$ cat config.mk
export PLATFORM = sky130hd
export DESIGN_NAME = dram_initiator
export DESIGN_NICKNAME = d
export VERILOG_FILES = /design/src/rtl/dram_pkg.sv /design/src/rtl/dram_line_buf.sv /design/src/rtl/dram_initiator.sv
export SDC_FILE = /design/constraint.sdc
export NUM_CORES = 1
export LEC_CHECK = 0
export ABC_CLOCK_PERIOD_IN_PS = 5300
export CAP_MARGIN = 20
export CORE_ASPECT_RATIO = 0.9
export CORE_MARGIN = 5
export CORE_UTILIZATION = 39
export CTS_BUF_LIST = sky130_fd_sc_hd__clkbuf_4 sky130_fd_sc_hd__clkbuf_8 sky130_fd_sc_hd__clkbuf_16
export DETAILED_ROUTE_END_ITERATION = 12
export GPL_ROUTABILITY_DRIVEN = 0
export HOLD_SLACK_MARGIN = 0.12
export PLACE_DENSITY = 0.85
export SYNTH_ARGS = -nofsm -noshare
export SYNTH_HDL_FRONTEND = slang
export SYNTH_SLANG_ARGS = --single-unit
$ cat constraint.sdc
create_clock -name w_CLK -period 5.3 [get_ports w_CLK]
set_input_delay 0.795 -clock w_CLK [delete_from_list [all_inputs] [get_ports w_CLK]]
set_output_delay 0.795 -clock w_CLK [all_outputs]
set_load 0.05 [all_outputs]
$ cat src/rtl/dram_pkg.sv
// Shared types and constants for the DRAM requester: FSM states, line geometry,
// the word returned on an abandoned read, and the line word-select helper.
package dram_pkg;

  typedef enum logic [2:0] {
    ST_IDLE   = 3'd0,
    ST_ISSUE  = 3'd1,
    ST_SETTLE = 3'd2,
    ST_WAIT   = 3'd3,
    ST_RESP   = 3'd4
  } dram_state_t;

  localparam logic [31:0] DRAM_ERR_WORD = 32'hDEAD_BEEF;
  localparam int          LINE_WORDS    = 4;
  localparam int          LINE_OFF_W    = 4;

  // Word 0 sits in the low 32 bits of the line.
  function automatic logic [31:0] sel_word(input logic [LINE_WORDS*32-1:0] line,
                                           input logic [1:0]               idx);
    return line[{idx, 5'b00000} +: 32];
  endfunction

endpackage

$ cat src/rtl/dram_line_buf.sv
// One-line read buffer for dram_initiator: tag compare, byte merge of
// write-through data on a tag match, and fill from a completed read.
module dram_line_buf
  import dram_pkg::*;
(
  input  logic                         w_CLK,
  input  logic                         w_RST,
  input  logic [31:LINE_OFF_W]         lookup_tag,
  input  logic [1:0]                   lookup_word,
  output logic                         hit,
  output logic [31:0]                  hit_word,
  input  logic                         fill_en,
  input  logic [31:LINE_OFF_W]         fill_tag,
  input  logic [LINE_WORDS*32-1:0]     fill_line,
  input  logic                         merge_en,
  input  logic [31:LINE_OFF_W]         merge_tag,
  input  logic [1:0]                   merge_word,
  input  logic [31:0]                  merge_data,
  input  logic [3:0]                   merge_be,
  input  logic                         inval
);

  logic [LINE_WORDS*32-1:0] line_q;
  logic [31:LINE_OFF_W]     tag_q;
  logic                     valid_q;

  assign hit      = valid_q && (tag_q == lookup_tag);
  assign hit_word = sel_word(line_q, lookup_word);

  always_ff @(posedge w_CLK or posedge w_RST) begin
    if (w_RST) begin
      line_q  <= '0;
      tag_q   <= '0;
      valid_q <= 1'b0;
    end else if (inval) begin
      valid_q <= 1'b0;
    end else if (fill_en) begin
      line_q  <= fill_line;
      tag_q   <= fill_tag;
      valid_q <= 1'b1;
    end else if (merge_en && valid_q && (tag_q == merge_tag)) begin
      for (int b = 0; b < 4; b++) begin
        if (merge_be[b]) line_q[{merge_word, 2'(b), 3'b000} +: 8] <= merge_data[b*8 +: 8];
      end
    end
  end

endmodule

$ cat src/rtl/dram_initiator.sv
// Core-side sequencer for the 128-bit-line DRAM port: one request in flight,
// command pulse, busy wait with timeout, one-cycle response.
// Define DRAM_LINE_BUF_EN to add a one-line read buffer (dram_line_buf).
module dram_initiator
  import dram_pkg::*;
#(
  parameter int TIMEOUT_CYC = 1024
) (
  input  logic        w_CLK,
  input  logic        w_RST,
  input  logic        w_i_req_valid,
  output logic        w_o_req_ready,
  input  logic        w_i_req_we,
  input  logic [31:0] w_i_req_addr,
  input  logic [31:0] w_i_req_wdata,
  input  logic [3:0]  w_i_req_be,
  output logic        w_o_rsp_valid,
  output logic [31:0] w_o_rsp_rdata,
  output logic        w_o_err,
  input  logic        w_i_dram_rst_n,
  output logic        w_o_rd_en,
  output logic        w_o_wr_en,
  output logic [31:0] w_o_addr,
  output logic [31:0] w_o_data,
  output logic [3:0]  w_o_mask,
  input  logic [31:0] w_i_data3,
  input  logic [31:0] w_i_data2,
  input  logic [31:0] w_i_data1,
  input  logic [31:0] w_i_data0,
  input  logic        w_i_busy,
  output dram_state_t w_o_dbg_state
);

  localparam int CNT_W = $clog2(TIMEOUT_CYC + 1);

  dram_state_t              state_q, state_d;
  logic                     we_q;
  logic [31:2]              addr_q;
  logic [31:0]              wdata_q, rdata_q;
  logic [3:0]               mask_q;
  logic [CNT_W-1:0]         cnt_q;
  logic                     err_q;
  logic                     accept, capture, timeout;
  logic                     buf_hit;
  logic [31:0]              buf_word;
  logic [LINE_WORDS*32-1:0] line;
  logic                     unused_addr_lsb;

  assign line            = {w_i_data3, w_i_data2, w_i_data1, w_i_data0};
  assign unused_addr_lsb = ^w_i_req_addr[1:0];

  // Handshake: a request transfers on a rising edge where req_valid and req_ready
  // are both high; ready is only offered in IDLE with the port up and reset released.
  // The response is a single-cycle rsp_valid pulse with no backpressure.
  assign accept = w_i_req_valid && w_o_req_ready;

  always_ff @(posedge w_CLK or posedge w_RST) begin
    if (w_RST) state_q <= ST_IDLE;
    else       state_q <= state_d;
  end

  always_comb begin
    state_d       = state_q;
    w_o_req_ready = 1'b0;
    w_o_rd_en     = 1'b0;
    w_o_wr_en     = 1'b0;
    capture       = 1'b0;
    timeout       = 1'b0;
    unique case (state_q)
      ST_IDLE: begin
        w_o_req_ready = w_i_dram_rst_n && !w_RST;
        if (w_i_req_valid && w_o_req_ready) begin
          if (w_i_req_we && (w_i_req_be == 4'h0)) state_d = ST_RESP;
          else if (!w_i_req_we && buf_hit)        state_d = ST_RESP;
          else                                    state_d = ST_ISSUE;
        end
      end
      ST_ISSUE: begin
        w_o_rd_en = !we_q;
        w_o_wr_en = we_q;
        state_d   = ST_SETTLE;
      end
      ST_SETTLE: state_d = ST_WAIT;
      ST_WAIT: begin
        if (!w_i_busy) begin
          capture = 1'b1;
          state_d = ST_RESP;
        end else if (cnt_q == CNT_W'(TIMEOUT_CYC - 1)) begin
          timeout = 1'b1;
          state_d = ST_RESP;
        end
      end
      ST_RESP: state_d = ST_IDLE;
      default: state_d = ST_IDLE;
    endcase
  end

  always_ff @(posedge w_CLK or posedge w_RST) begin
    if (w_RST) begin
      we_q    <= 1'b0;
      addr_q  <= '0;
      wdata_q <= '0;
      mask_q  <= '0;
      rdata_q <= '0;
      cnt_q   <= '0;
      err_q   <= 1'b0;
    end else begin
      if (accept) begin
        we_q    <= w_i_req_we;
        addr_q  <= w_i_req_addr[31:2];
        wdata_q <= w_i_req_wdata;
        mask_q  <= ~w_i_req_be;
        rdata_q <= (!w_i_req_we && buf_hit) ? buf_word : 32'h0;
      end
      if (state_q == ST_ISSUE) cnt_q <= '0;
      else if (state_q == ST_SETTLE || state_q == ST_WAIT) cnt_q <= cnt_q + 1'b1;
      if (capture && !we_q) rdata_q <= sel_word(line, addr_q[3:2]);
      if (timeout) begin
        err_q <= 1'b1;
        if (!we_q) rdata_q <= DRAM_ERR_WORD;
      end
    end
  end

`ifdef DRAM_LINE_BUF_EN
  dram_line_buf u_line_buf (
    .w_CLK      (w_CLK),
    .w_RST      (w_RST),
    .lookup_tag (w_i_req_addr[31:LINE_OFF_W]),
    .lookup_word(w_i_req_addr[3:2]),
    .hit        (buf_hit),
    .hit_word   (buf_word),
    .fill_en    (capture && !we_q),
    .fill_tag   (addr_q[31:LINE_OFF_W]),
    .fill_line  (line),
    .merge_en   ((state_q == ST_ISSUE) && we_q),
    .merge_tag  (addr_q[31:LINE_OFF_W]),
    .merge_word (addr_q[3:2]),
    .merge_data (wdata_q),
    .merge_be   (~mask_q),
    .inval      (timeout)
  );
`else
  assign buf_hit  = 1'b0;
  assign buf_word = 32'h0;
`endif

  assign w_o_rsp_valid = (state_q == ST_RESP);
  assign w_o_rsp_rdata = (state_q == ST_RESP) ? rdata_q : 32'h0;
  assign w_o_err       = err_q;
  assign w_o_addr      = {addr_q, 2'b00};
  assign w_o_data      = wdata_q;
  assign w_o_mask      = mask_q;
  assign w_o_dbg_state = state_q;

endmodule

==> results.json <==
{
  "status": "finished, final reports clean",
  "critical-path-top-delay-family": "simple AND/OR/NAND/NOR gates",
  "synth.avg_cell_area_um2": 13.8,
  "top_layer_used": "met4",
  "final_area_um2": 9430,
  "grt_pass1_vias": 5173,
  "ys_warn_count": 0,
  "filler_cell_count": 1005,
  "met1_length_um": 6450,
  "die_h_um": 123,
  "period_share_pct": 72.3,
  "dp.cells": 870,
  "synth_cell_types": 43,
  "fmax_mhz": 261,
  "grt_antenna_before_repair": 0,
  "max_cap_viol_count": 0,
  "routedWlPerCell_um": 19.2,
  "root_buffer": "clkbuf_16",
  "clock_latency_ns": 0.40,
  "min_period_ns": 3.83,
  "cp_slowest_stage_delay_ns": 0.92,
  "drc": 0,
  "die_x_um": 136,
  "cts_buffers": 17,
  "synth_top_area_share_pct": 51.4,
  "io_buffers": 305,
  "grt_max_degree": 59,
  "hp-class": "reg -> reg",
  "wl_met2_um": 9140,
  "wl_um": 17400,
  "cts_tree": "yes",
  "path_buf_inv": 1,
  "num_rows": 41,
  "clock_sinks": 114,
  "placeableCoreArea_um2": 14000,
  "slowest_stage": "nor2_2",
  "end_kind": "primary output",
  "dpl_cell_area_um2": 8720,
  "cts.clk_slew.worst_paths_ns": 0.05,
  "rrSetupSlack_ns": 2.84,
  "setup_viol_count_final": 0,
  "synthTopCellsByCount": "dfrtp_1, mux2_2, and3_1",
  "vdd_drop_max_mv": 0.307,
  "worst_pin_slew_ns": 1.11,
  "dp_worst_setup_slack_ns": 1.75,
  "num_vias": 4699,
  "critPathKind": "reg -> out",
  "synth_edf_count": 0,
  "instances_no_fill": 905,
  "post-synth-top-count-cell": "dfrtp_1",
  "antenna_left": 0,
  "whs_ns": 0.476,
  "drive_above_1_share_pct": 23.9,
  "path_max_fanout": 34,
  "yosys.area.top_type": "dfrtp_1",
  "postCtsSetupBuffers": 0,
  "p_leak_nw": 3.96,
  "nets": 902,
  "start_util_pct": 39.7,
  "die_area_um2": 16700,
  "rsz0062_at_grt": "false",
  "seq_area_frac_synth_pct": 51.4,
  "max_slew_margin_pct": 25.6,
  "drtIter0Drc": 172,
  "setup_tns_ns": 0,
  "firstDrtPassIters": 4,
  "async_reset_ff_share_pct": 100,
  "cts-htree-levels": 4,
  "syn_inst": 402,
  "clockBufferDepth": 2,
  "wl_met3_um": 1490,
  "grt_use_total_pct": 20.5,
  "antenna_cells": 0,
  "area_growth_pct": 69.7,
  "critPathArrivalTime_ns": 3.04,
  "finalHoldViolCount": 0,
  "layout_setup_ws_ns": 1.47,
  "hpwl_um": 13500,
  "syn_area_um2": 5560,
  "worstPathRequired_ns": 4.51,
  "grt_overflow": 0,
  "ios": 310,
  "ys_ff_latch": 114,
  "start_kind": "register",
  "crit_chain": "nor2_2 -> and3_1 -> clkdlybuf4s50_1",
  "synth_flop_cell": "dfrtp_1",
  "cts_hold_buffers": 0,
  "synth.area.top_cells": "dfrtp_1, mux2_2, mux4_2",
  "grt_first_pass_wirelength_um": 26600,
  "drv_slew": 0,
  "clock_skew_ns": 0.00575,
  "via_per_inst": 5.19,
  "post_cts_resized": 0,
  "power_density_nw_per_um2": 585
}
==> worst paths after layout <==
check | startpoint | end | cells after the start
hold reg to reg | w_o_err$_DFFE_PP0N_ | w_o_err$_DFFE_PP0N_ | 1
min in group asynchronous | w_RST | cnt_q[9]$_DFFE_PP0P_ | 3
hold / removal | w_o_err$_DFFE_PP0N_ | w_o_err$_DFFE_PP0N_ | 1
setup / recovery | w_o_dbg_state[1]$_DFFE_PP0P_ | w_o_rsp_rdata[22] | 3
max in group asynchronous | w_RST | we_q$_DFFE_PP0P_ | 4
setup reg to reg | w_o_dbg_state[1]$_DFFE_PP0P_ | w_o_data[24]$_DFFE_PP0P_ | 4
==> report_power, final <==
group          switching (W)  total, W  internal [W]
registers           0.000230   0.00146       0.00123
logic                0.00165   0.00283       0.00118
clock network       0.000399   0.00122      0.000818
==> metal layers <==
layer / GRT usage (%) / vias up
li1: - / 2124
met1: 23.2 / 2320
met5: 0 / -
met4: 7.05 / 0
met2: 37.2 / 232
met3: 6.02 / 23
==> placed cells by master, fill, tap and decap left out, types with 3 or more instances in the layout <==
cell type	count
clkdlybuf4s50_1	305
dfrtp_1	113
mux2_2	64
and3_1	33
mux4_2	32
a221o_2	22
clkbuf_16	17
nor2_1	15
nand2_1	15
o21ai_0	9
a22oi_1	8
xnor2_1	6
buf_4	6
nand3_1	5
nor3_1	4
bufinv_16	4
and3b_1	3
and2_1	3
clkinvlp_4	3
==> layout make-up <==
cell class | instances | area (um2) | area share [%]
Clock inverter | 12 | 179 | 1.90
Tap cell | 193 | 241 | 2.56
Clock buffer | 20 | 460 | 4.89
Multi-Input combinational cell | 249 | 2510 | 26.6
Timing Repair Buffer | 314 | 3170 | 33.6
Sequential cell | 114 | 2850 | 30.3
Inverter | 3 | 13.8 | 0.146
==> metrics by stage <==
step | total power, W | util (%)
6_report | 0.00552 | 67.3
5_1_grt | 0.00577 | 67.3
4_1_cts | 0.00554 | 66.8
3_5_place_dp | 0.00431 | 62.2
3_3_place_gp | 0.00422 | 62.2
2_1_floorplan | 0.00335 | -
==> state kept, by name (all words and copies together) (netlist names) <==
name,flops
addr_q,30
cnt_q,11
w_o_err,1
w_o_mask,4
w_o_dbg_state,3
rdata_q,32
w_o_data,32
we_q,1
==> kinds of logic (layout without fill, tap and decap cells) <==
family	count (synthesis)	count (layout)	share of synthesized area (%)
XOR/XNOR	6	6	0.946
flip-flops	114	114	51.4
other	1	2	0.0675
buffers and inverters	40	349	3.65
AND/OR/NAND/NOR	94	94	9.82
adder cells (fa/ha/maj)	1	1	0.225
AO/OA/AOI/OAI	50	50	8.00
multiplexers	96	96	25.9
(Power assumes the default switching activity.)
